**config.mk**
```make
export PLATFORM = sky130hd
export DESIGN_NAME = rise_detect_scheduler
export DESIGN_NICKNAME = d
export VERILOG_FILES = /design/src/rtl/rdet_pkg.sv /design/src/rtl/rdet_fsm_core.sv /design/src/rtl/rise_detect_scheduler.sv
export SDC_FILE = /design/constraint.sdc
export NUM_CORES = 1
export LEC_CHECK = 0
export CORE_MARGIN = 8
export CORE_UTILIZATION = 40
export DETAILED_ROUTE_END_ITERATION = 7
export PLACE_DENSITY = 0.67
export SLEW_MARGIN = 20
export SYNTH_ARGS = -nofsm -noshare
export SYNTH_HDL_FRONTEND = slang
export SYNTH_SLANG_ARGS = --single-unit
```
**constraint.sdc**
```tcl
create_clock -name clk -period 3.5 [get_ports clk]
set_input_delay 0.35 -clock clk [delete_from_list [all_inputs] [get_ports clk]]
set_output_delay 0.35 -clock clk [all_outputs]
set_load 0.005 [all_outputs]
```
**src/rtl/rdet_pkg.sv**
```systemverilog
// Shared definitions for the time-multiplexed rising-edge detector:
// the 2-bit detector state encoding and its next-state / output functions.
package rdet_pkg;

   typedef enum logic [1:0] {
      ST_IDLE = 2'b00,
      ST_RISE = 2'b01,
      ST_HIGH = 2'b10
   } state_t;

   // Next state of the rising-edge detector; the unused code 11 falls back to idle.
   function automatic state_t next_state(input state_t state, input logic w);
      state_t ns;
      case (state)
         ST_IDLE: ns = w ? ST_RISE : ST_IDLE;
         ST_RISE: ns = w ? ST_HIGH : ST_IDLE;
         ST_HIGH: ns = w ? ST_HIGH : ST_IDLE;
         default: ns = ST_IDLE;
      endcase
      return ns;
   endfunction

   // The detector reports a rise only on entry to the rise-seen state.
   function automatic logic rise_z(input state_t ns);
      return (ns == ST_RISE);
   endfunction

endpackage

```
**src/rtl/rdet_fsm_core.sv**
```systemverilog
// The single shared rising-edge detector: purely combinational, it maps a
// restored channel state and that channel's sample bit to the state to save
// back and the z output for that sample.
module rdet_fsm_core
   import rdet_pkg::*;
(
   input  logic [1:0] state_in,
   input  logic       w,
   output logic [1:0] state_out,
   output logic       z
);

   state_t ns;

   // Evaluate the detector transition for whichever channel currently owns the core.
   always_comb begin
      ns        = next_state(state_t'(state_in), w);
      state_out = ns;
      z         = rise_z(ns);
   end

endmodule

```
**src/rtl/rise_detect_scheduler.sv**
```systemverilog
// Time-multiplexes one rising-edge detector across N_CH serial bit channels.
// Each cycle a round-robin arbiter picks one pending, non-clearing channel,
// restores its saved detector state into the shared core, and at the clock
// edge saves the new state, publishes z, pulses a strobe and bumps a
// saturating rise counter for that channel only.
module rise_detect_scheduler
   import rdet_pkg::*;
#(
   parameter int N_CH  = 4,
   parameter int CNT_W = 8
)
(
   input  logic                    clk,
   input  logic                    rst_n,
   input  logic [N_CH-1:0]         ch_valid,
   input  logic [N_CH-1:0]         ch_w,
   input  logic [N_CH-1:0]         ch_clr,
   output logic [N_CH-1:0]         ch_ack,
   output logic [N_CH-1:0]         ch_z,
   output logic [N_CH-1:0]         z_strobe,
   output logic [N_CH*CNT_W-1:0]   rise_cnt
);

   localparam int PTR_W = $clog2(N_CH);

   logic [PTR_W-1:0] ptr_q;
   logic [PTR_W-1:0] grant_idx;
   logic             grant_vld;
   logic [N_CH-1:0]  eligible;

   state_t           state_q [N_CH];
   logic [CNT_W-1:0] cnt_q   [N_CH];

   logic [1:0]       core_state_in;
   logic             core_w;
   logic [1:0]       core_state_out;
   logic             core_z;

   // Round-robin search from the pointer upward, wrapping at N_CH; a channel
   // being cleared is never eligible in the same cycle.
   always_comb begin
      int idx;
      idx       = 0;
      eligible  = ch_valid & ~ch_clr;
      grant_vld = 1'b0;
      grant_idx = '0;
      for (int k = 0; k < N_CH; k++) begin
         idx = int'(ptr_q) + k;
         if (idx >= N_CH) idx = idx - N_CH;
         if (!grant_vld && eligible[idx]) begin
            grant_vld = 1'b1;
            grant_idx = PTR_W'(idx);
         end
      end
   end

   // One-hot acknowledge in the grant cycle, suppressed while reset is held.
   always_comb begin
      ch_ack = '0;
      if (grant_vld && rst_n) ch_ack[grant_idx] = 1'b1;
   end

   // Restore the granted channel's saved state and sample into the shared core.
   always_comb begin
      core_state_in = state_q[grant_idx];
      core_w        = ch_w[grant_idx];
   end

   rdet_fsm_core u_core (
      .state_in  (core_state_in),
      .w         (core_w),
      .state_out (core_state_out),
      .z         (core_z)
   );

   // Advance the pointer past the granted channel; hold it when nothing is granted.
   always_ff @(posedge clk or negedge rst_n) begin
      if (!rst_n) begin
         ptr_q <= '0;
      end else if (grant_vld) begin
         if (grant_idx == PTR_W'(N_CH - 1)) ptr_q <= '0;
         else                               ptr_q <= grant_idx + 1'b1;
      end
   end

   // Per-channel context: clear wins, otherwise only the granted channel is updated.
   always_ff @(posedge clk or negedge rst_n) begin
      if (!rst_n) begin
         for (int i = 0; i < N_CH; i++) begin
            state_q[i]  <= ST_IDLE;
            cnt_q[i]    <= '0;
            ch_z[i]     <= 1'b0;
            z_strobe[i] <= 1'b0;
         end
      end else begin
         for (int i = 0; i < N_CH; i++) begin
            z_strobe[i] <= 1'b0;
            if (ch_clr[i]) begin
               state_q[i] <= ST_IDLE;
               cnt_q[i]   <= '0;
               ch_z[i]    <= 1'b0;
            end else if (grant_vld && (grant_idx == PTR_W'(i))) begin
               state_q[i]  <= state_t'(core_state_out);
               ch_z[i]     <= core_z;
               z_strobe[i] <= 1'b1;
               if (core_z && (cnt_q[i] != {CNT_W{1'b1}})) cnt_q[i] <= cnt_q[i] + 1'b1;
            end
         end
      end
   end

   for (genvar g = 0; g < N_CH; g++) begin : g_cnt
      assign rise_cnt[g*CNT_W +: CNT_W] = cnt_q[g];
   end

endmodule

```
==> run summary, run 1 <==
status = finished clean
Fin. Hold Viols = 0
post-synth cell types = 41
hold crit path type = input port to asynchronous set/reset pin
Core Region = 0.007098 mm²
Residual DRC = 0
layout cells sized above 1 = 20.96%
fmax = 0.2933 GHz
ranking of synthesized cells by area = dfrtp_1 43%, a21oi_1 5.9%, nand4_1 4.6%
n_diodes = 0
synthesized area per cell = 9.119 µm²
crit start category = input port
fin cells = 514
area of the multi-input gates = 0.001608 mm²
mux contribution to synthesized area = 5.211%
Clock Latency Late Sink = 0.31 ns
cts bufs inserted = 5
Slew Limit Fails = 0
Leak = 1.696 nW
post-route cell area = 0.004046 mm²
r2r setup slk = 0.15 ns
Finish-stage setup viols = 0
worst reg2reg path startpoint = ptr_q[0]
yosys synthesis warning count = 0
Die Footprint = 0.01018 mm²
initial drt markers = 117
CP arrival = 3.66 ns
Post-Synthesis Cells = 316
predominant post-synthesis flop cell = dfrtp_1
CP required = 3.76 ns
TritonCTS clock tree = done
PnR Total Power = 1.397 mW
gpl congestion = 0.8815
Die Y = 100.9 µm
GRT Overall Usage = 15.97%
syn_nets = 340
Max Root-Sink Buffers = 2
Site Rows = 31
vias in the first global route = 2658
vias = 2771
largest net degree at the start of global routing = 28
PortBufs = 57
commonest non-fill, non-tap cell in the layout = clkdlybuf4s50_1
TritonRoute pass-1 iters = 4
Reg2Reg Depth = 15
Period minus WS final = 3.409 ns
Placed Cells = 503
Cell Pwr Density = 345.2 mW/mm²
Layout Skew = 0.01150 ns
Layout area overhead = 40.43%
Final Cycle Share = 97.41%
Seq/Total Area, Yosys = 43.42%
Worst setup EP type = register
most frequent cells in the layout = 55 x clkdlybuf4s50_1, 50 x dfrtp_1, 46 x buf_4
antenna violations before repair = 0
critical path class = input port to register
# Max-Cap Violations = 0
Worst-path clk slew = 0.09 ns
clk sinks = 50
worst r2r dst = rise_cnt[2]
Final #Nets = 439
Slew @ Worst Pin = 0.9384 ns
Layout fillers = 664
hold_ws = 0.02195 ns
Synth Area in Compound Gates = 16.33%
Slew headroom = 36.78%
FFs w/ async S/R, synth = 100.0%
main combinational cell family by area after synthesis = simple AND/OR/NAND/NOR gates
Routed Wire Length = 7987 µm
largest area contributor in the netlist = dfrtp_1
EDFF count, synth = 0
Post-Synth Adder-Cell Area = 4.342%
die width = 100.9 µm
Reg area = 0.001251 mm²
total gr overflow = 0
Starting Density = 40.60%
Via density = 5.391
synthesized area = 0.002882 mm²
dpl hpwl = 6012 µm
CP max FO = 6
first-pass GRT wire length = 13050 µm
Synth Area in Simple Gates = 26.88%
Root Driver = clkbuf_8
post-DR wirelength/cell = 15.54 µm
Yosys top cell area share = 43.42%
CTS H-tree depth = 2
area post-placement = 0.003850 mm²
Peak VDD IR = 0.0001713 V
Synth Area in XOR/XNOR = 0%
Final ANT Viol Nets = 0
Top-Level Pins = 58
flops & latches, synth = 50
stage by stage:
stage          setup slack, ns  util (%)  setup TNS [ns]
4_1_cts                0.04916     55.42               0
6_report               0.09079     57.01               0
2_1_floorplan          0.02852         -               0
5_1_grt               -0.03053     57.01        -0.08618
3_3_place_gp           -0.3304     54.24          -5.133
3_5_place_dp           -0.4174     54.24          -7.668
per-layer routing:
| layer | up-vias | part of all wire (%) | wire, µm | GRT usage (%) |
|---|---|---|---|---|
| met5 | - | 0 | 0 | 0 |
| met4 | 0 | 1.0 | 80 | 5.233 |
| met3 | 6 | 6.3 | 504 | 3.867 |
| met2 | 64 | 48 | 3819 | 26.24 |
| met1 | 1337 | 45 | 3583 | 19.95 |
| li1 | 1364 | - | - | - |
worst max-delay path, cell delays in order:
cell             delay [ns]
clkdlybuf4s50_1        0.48
or4b_4                 0.48
o31ai_4                0.09
nor2_4                 0.09
inv_2                  0.09
mux2i_1                0.08
mux2_4                 0.28
ha_1                   0.28
nor2b_2                0.17
nor2b_4                0.16
buf_6                  0.15
buf_4                  0.11
nand4_1                0.19
buf_4                  0.20
or4_1                  0.39
nand2_1                0.07
registers in the layout, summed over array words and instances, names as in the netlist:
register,cells
ch_z,4
rise_cnt,32
z_strobe,4
state_q,8
ptr_q,2
timing repair:
action / CTS / global route
hold buffers: 0 / 0
endpoints found under the setup margin: 10 / 14
setup buffers: 0 / 4
pin swaps: 0 / 7
resized for setup: 3 / 17
area by class of cell:
class | instances | area share (%)
Multi-Input combinational cell | 239 | 39.73
Sequential cell | 50 | 30.92
Timing Repair Buffer | 105 | 23.04
Tap cell | 99 | 3.061
Clock buffer | 5 | 1.701
Inverter | 14 | 1.299
Clock inverter | 2 | 0.2474
worst max path at each step:
| stage | startpoint | end |
|---|---|---|
| after global placement | ch_clr[0] | rise_cnt[14] |
| after floorplan | ptr_q[1] | rise_cnt[10] |
| after global routing | ch_valid[0] | rise_cnt[2] |
| final | ch_valid[0] | rise_cnt[2] |
| after CTS | ch_valid[0] | rise_cnt[14] |
| after detailed placement | ch_clr[0] | rise_cnt[14] |
where the power goes:
group	switching, mW	total, mW	internal, mW
Combinational	0.250	0.451	0.201
Sequential	0.0201	0.623	0.603
Clock	0.188	0.323	0.135
Total	0.458	1.40	0.939
cell usage after synthesis, types with 7 or more instances:
cell type	n
a21oi_1	34
and3_1	8
clkbuf_1	11
dfrtp_1	50
ha_1	10
inv_1	12
mux2_2	7
nand2_1	28
nand3_1	12
nand4_1	21
nor2_1	17
nor2b_1	9
o21ai_0	13
o31ai_1	13
or3_1	8
or4_1	14
cells by family after synthesis:
family	count (synthesis)
buf+inv	27
compound gates	75
mux	14
fa+ha+maj	10
flops	50
simple gates	140
No activity file was read; power rests on OpenSTA's default activity.
==> run 2, diff against run 1 <==
- CORE_MARGIN: 8 -> 10
- GPL_ROUTABILITY_DRIVEN: default -> 0
==> run 2 against run 1 <==
Die area increased by 8.1%. Non-clock buffer count decreased by 1. Via count increased by 0.51%. Clock skew decreased by 0.0052 ns. Count of clock-buffer cells in the layout increased by 2. Cell count decreased by 0.78%. Critical path depth decreased by 2. Sequential power about the same. Largest cell class unchanged. Highest routed layer unchanged.
==> run summary, run 2 (synthesis gave the netlist of run 1 again) <==
status = finished clean
total gr overflow = 0 (unchanged)
fmax = 0.2983 GHz (+1.7%)
critical path class = register to register
Layout Skew = 0.006313 ns (-0.005190 ns)
GRT busiest layer = met2
PortBufs = 57 (unchanged)
layout cells sized above 1 = 18.60% (-2.4 points)
first-pass GRT wire length = 13100 µm (+0.38%)
Root Driver = clkbuf_8
clk sinks = 50 (unchanged)
Finish-stage setup viols = 0 (unchanged)
Slew Limit Fails = 0 (unchanged)
crit start category = register
M1 GR Usage = 17.05% (-2.9 points)
Site Rows = 30 (-3.2%)
cts bufs inserted = 5 (unchanged)
# Max-Cap Violations = 0 (unchanged)
Core Region = 0.006907 mm² (-2.7%)
max reg flops = 32 (unchanged)
initial drt markers = 106 (-9.4%)
Max Root-Sink Buffers = 2 (unchanged)
Worst-path clk slew = 0.09 ns (about the same)
most frequent cells in the layout = 53 x clkdlybuf4s50_1, 50 x dfrtp_1, 44 x buf_4
dpl hpwl = 5958 µm (-0.89%)
Slew headroom = 60.20% (+23 points)
TritonRoute pass-1 iters = 4 (unchanged)
vias in the first global route = 2709 (+1.9%)
commonest non-fill, non-tap cell in the layout = clkdlybuf4s50_1
Period minus WS final = 3.353 ns (-0.05633 ns)
Placed Cells = 497 (-1.2%)
Worst setup EP type = register
Layout area overhead = 38.65%
Top-Level Pins = 58 (unchanged)
Via density = 5.461 (+1.3%)
met3 GRT Util = 4.545% (+0.68 points)
Die Footprint = 0.01100 mm² (+8.1%)
n_diodes = 0 (unchanged)
Fin. Hold Viols = 0 (unchanged)
largest net degree at the start of global routing = 30 (+7.1%)
met2 Usage GRT = 22.91% (-3.3 points)
Slew @ Worst Pin = 0.5971 ns (-0.3414 ns)
CP max FO = 4 (-2)
GRT Overall Usage = 13.99% (-2.0 points)
Leak = 1.686 nW (-0.60%)
CP required = 3.73 ns (-0.03 ns)
CTS H-tree depth = 2 (unchanged)
Residual DRC = 0 (unchanged)
fin cells = 510 (-0.78%)
Final #Nets = 438 (-0.23%)
PnR Total Power = 1.405 mW (+0.58%)
hold crit path type = input port to asynchronous set/reset pin
Final ANT Viol Nets = 0 (unchanged)
Layout fillers = 666 (+0.30%)
Die Y = 104.9 µm (+4.0%)
unrepaired setup endpoints after global routing = yes
Clock Latency Late Sink = 0.30 ns (about the same)
Cell Pwr Density = 351.6 mW/mm² (+1.9%)
Final Cycle Share = 95.80% (-1.6 points)
vias = 2785 (+0.51%)
Starting Density = 41.72% (+1.1 points)
TritonCTS clock tree = done
CP arrival = 3.59 ns (-0.07 ns)
antenna violations before repair = 0 (unchanged)
post-DR wirelength/cell = 15.42 µm (-0.74%)
Peak VDD IR = 0.0002298 V (+34%)
die width = 104.9 µm (+4.0%)
Routed Wire Length = 7866 µm (-1.5%)
==> run 2: changes by cell type in the layout (fill, tap and decap cells not counted), sizes merged <==
cell           before  now
dlygate4sd2         1    0
clkdlybuf4s50      55   53
clkinv              2    0
clkbuf              5    7
dlygate4sd3         0    1
buf                49   47
dlymetal6s2s        0    3
==> run 2: power by group <==
group / internal, mW / switching (mW)
Sequential: 0.603 / 0.0199
Clock: 0.138 / 0.188
Combinational: 0.207 / 0.248
Total: 0.948 / 0.457
==> run 2: final timing paths <==
kind | from | to | slack [ns] | cells after the start
max reg2reg | ptr_q[0] | rise_cnt[14] | 0.15 | 14
min reg2reg | ch_z[1] | ch_z[1] | 0.52 | 2
min in group clk | ch_clr[1] | ch_z[1] | 0.50 | 3
max | ptr_q[0] | rise_cnt[14] | 0.15 | 14
min | rst_n | z_strobe[3] | 0.48 | 2
max in group asynchronous | rst_n | state_q[2] | 2.32 | 3
==> run 2: layer usage <==
layer  share of wire, %  wire, µm  vias to the layer above
met1                 44      3429                     1327
li1                   -         -                     1372
met4                1.5       117                        0
met5                  0         0                        -
met3                6.8       538                       12
met2                 48      3781                       74
==> run 2: area by class of cell <==
type / count / area [µm²] / share of cell area (%)
repair buffers: 104 / 935.9 / 23.43
inverters: 14 / 52.55 / 1.315
multi-input cells: 239 / 1559 / 39.02
well taps: 96 / 120.1 / 3.007
clock buffers: 7 / 76.32 / 1.910
flip-flops and latches: 50 / 1251 / 31.32
==> run 2: metrics by stage <==
step | cell area (µm²) | setup TNS [ns] | hold WS [ns] | worst slack, ns | util, %
after floorplan | 2883 | 0 | 0.05441 | 0.02852 | -
after global placement | 3817 | -4.376 | 0.2714 | -0.2439 | 55.27
after detailed placement | 3817 | -5.469 | 0.2808 | -0.3055 | 55.27
after CTS | 3904 | 0 | 0.4877 | 0.004694 | 56.52
after global routing | 3995 | -0.02011 | 0.4977 | -0.008931 | 57.84
final | 3995 | 0 | 0.4803 | 0.1471 | 57.84
==> run 2: critical path, cell delays in order (launching register included) <==
cell and delay (ns):
dfrtp_1 0.40, or4b_4 0.56, o31ai_4 0.09, nor2_4 0.08, inv_2 0.09, mux2i_1 0.07
mux2_2 0.27, ha_1 0.28, nor2b_1 0.14, nor2b_2 0.19, buf_6 0.13, nand2b_1 0.08
or2_2 0.32, or4_1 0.41, a21oi_1 0.17
==> run 2: timing repair <==
action | CTS | global route
endpoints found under the setup margin | 0 | 30
gates resized for setup | 0 | 16
buffers inserted | 0 | 4
hold buffers | 1 | 0
endpoints found under the hold margin | 10 | 0
==> run 3, diff against run 2 <==
- SKIP_CTS_REPAIR_TIMING: default -> 1
==> run 3 against run 2 <==
Die area unchanged. Global-route usage about the same. Sequential share of layout area unchanged. Sequential power about the same. Core utilization unchanged. Clock skew decreased by 0.00088 ns. Combinational power about the same. Sequential cell count unchanged. Clock power about the same. Total power decreased by 0.17%. Cell count unchanged. Critical endpoint unchanged. Highest routed layer unchanged.
==> run summary, run 3 (synthesis gave the netlist of run 1 again) <==
Peak VDD IR = 0.0002296 V (-0.11%)
hold crit path type = input port to asynchronous set/reset pin
commonest non-fill, non-tap cell in the layout = clkdlybuf4s50_1
Die Footprint = 0.01100 mm² (unchanged)
Routed Wire Length = 7862 µm (about the same)
dpl hpwl = 5958 µm (unchanged)
total gr overflow = 0 (unchanged)
critical path class = register to register
net load switching power = 0.4543 mW (-0.52%)
Reg area = 0.001251 mm² (unchanged)
PortBufs = 57 (unchanged)
Period minus WS final = 3.353 ns (-0.0002140 ns)
GRT Overall Usage = 13.97% (-0.025 points)
CP required = 3.73 ns (about the same)
CP max-delay cell = or4b_4
n_diodes = 0 (unchanged)
Top-Level Pins = 58 (unchanged)
vias in the first global route = 2703 (-0.22%)
Slew @ Worst Pin = 0.5903 ns (-0.006710 ns)
cts bufs inserted = 5 (unchanged)
sequential share of power = 44.4% (about the same)
Clock Power Share = 23.2% (about the same)
Slew headroom = 60.64% (+0.45 points)
CP cell instances = or4b_4 -> o31ai_4 -> nor2_4 -> inv_2 -> mux2i_1 -> mux2_2 -> ha_1 -> nor2b_1 -> nor2b_2 -> buf_6 -> nand2b_1 -> or2_2 -> or4_1 -> a21oi_1
Final #Nets = 438 (unchanged)
Starting Density = 41.72% (unchanged)
P_int = 0.9481 mW (about the same)
Fin. Hold Viols = 0 (unchanged)
CTS H-tree depth = 2 (unchanged)
area of the multi-input gates = 0.001559 mm² (unchanged)
Sw Share = 32.39% (-0.11 points)
# Max-Cap Violations = 0 (unchanged)
Final Cycle Share = 95.79% (about the same)
Worst-path clk slew = 0.09 ns (about the same)
antenna violations before repair = 0 (unchanged)
unrepaired setup endpoints after global routing = yes
initial drt markers = 108 (+1.9%)
hold_ws = 0.4825 ns (+0.002222 ns)
fmax = 0.2983 GHz (about the same)
Layout fillers = 666 (unchanged)
fin cells = 510 (unchanged)
CP max FO = 4 (unchanged)
Setup TNS = 0 ns (unchanged)
post-DR wirelength/cell = 15.42 µm (about the same)
Via density = 5.469 (+0.14%)
Leak = 1.686 nW (unchanged)
Max Root-Sink Buffers = 2 (unchanged)
crit start category = register
clk sinks = 50 (unchanged)
Layout area overhead = 38.65% (unchanged)
Layout Skew = 0.005430 ns (-0.0008825 ns)
vias = 2789 (+0.14%)
Slew Limit Fails = 0 (unchanged)
Cell Pwr Density = 351.0 mW/mm² (-0.17%)
die width = 104.9 µm (unchanged)
part of the power in combinational logic = 32.5% (about the same)
Final ANT Viol Nets = 0 (unchanged)
TritonRoute pass-1 iters = 4 (unchanged)
status = finished clean
Placed Cells = 497 (unchanged)
first-pass GRT wire length = 13080 µm (-0.21%)
Root Driver = clkbuf_8
Site Rows = 30 (unchanged)
max incr delay on CP = 0.56 ns (about the same)
largest net degree at the start of global routing = 30 (unchanged)
Die Y = 104.9 µm (unchanged)
most frequent cells in the layout = 53 x clkdlybuf4s50_1, 50 x dfrtp_1, 44 x buf_4
Reg2Reg Depth = 14 (unchanged)
layout cells sized above 1 = 18.60% (unchanged)
CP arrival = 3.58 ns (about the same)
Worst setup EP type = register
TritonCTS clock tree = done
Finish-stage setup viols = 0 (unchanged)
Clock Latency Late Sink = 0.30 ns (about the same)
Core Region = 0.006907 mm² (unchanged)
Residual DRC = 0 (unchanged)
max reg flops = 32 (unchanged)
run 3: cell counts in the layout (fill, tap and decap cells not counted):
No cell type changed its count.
run 3: worst max-delay path: cells and delay by family, from the launching register on:
kind                       cells  cell delay, ns
adders and majority gates      1            0.28
and+or+nand+nor                7            1.78
AOI/OAI and AO/OA              2            0.25
DFF                            1            0.40
buffers and inverters          2            0.22
muxes                          2            0.34
run 3: worst paths after layout:
check,from,endpoint,slack [ns]
setup / recovery,ptr_q[0],rise_cnt[14],0.15
hold / removal,rst_n,z_strobe[3],0.48
setup reg to reg,ptr_q[0],rise_cnt[14],0.15
hold reg to reg,ch_z[1],ch_z[1],0.52
max in group asynchronous,rst_n,ch_z[2],2.32
min in group clk,ch_clr[1],ch_z[1],0.50
run 3: through the flow:
stage | utilization [%] | total power [mW] | area (µm²) | setup WS [ns]
CTS | 56.38 | 1.373 | 3894 | 0.004694
finish | 57.84 | 1.402 | 3995 | 0.1473
global route | 57.84 | 1.485 | 3995 | -0.008931
floorplan | - | 0.8423 | 2883 | 0.02852
global placement | 55.27 | 1.045 | 3817 | -0.2439
detailed placement | 55.27 | 1.051 | 3817 | -0.3055
run 3: area by class of cell:
type / instances / area share (%)
Inverter: 14 / 1.315
Sequential cell: 50 / 31.32
Tap cell: 96 / 3.007
Timing Repair Buffer: 104 / 23.43
Multi-Input combinational cell: 239 / 39.02
Clock buffer: 7 / 1.910
run 3: metal layers:
metal	vias up	wire [µm]	track usage (%)
li1	1372	-	-
met1	1332	3385	17.05
met2	75	3800	22.82
met3	10	567	4.545
met4	0	109	4.314
met5	-	0	0
run 3: power by group through the flow:
stage               Clock, mW  Sequential (mW)  Combinational [mW]
floorplan                   0            0.633               0.209
global placement            0            0.633               0.412
detailed placement          0            0.633               0.419
CTS                     0.330            0.622               0.421
global route            0.351            0.627               0.507
finish                  0.325            0.623               0.455
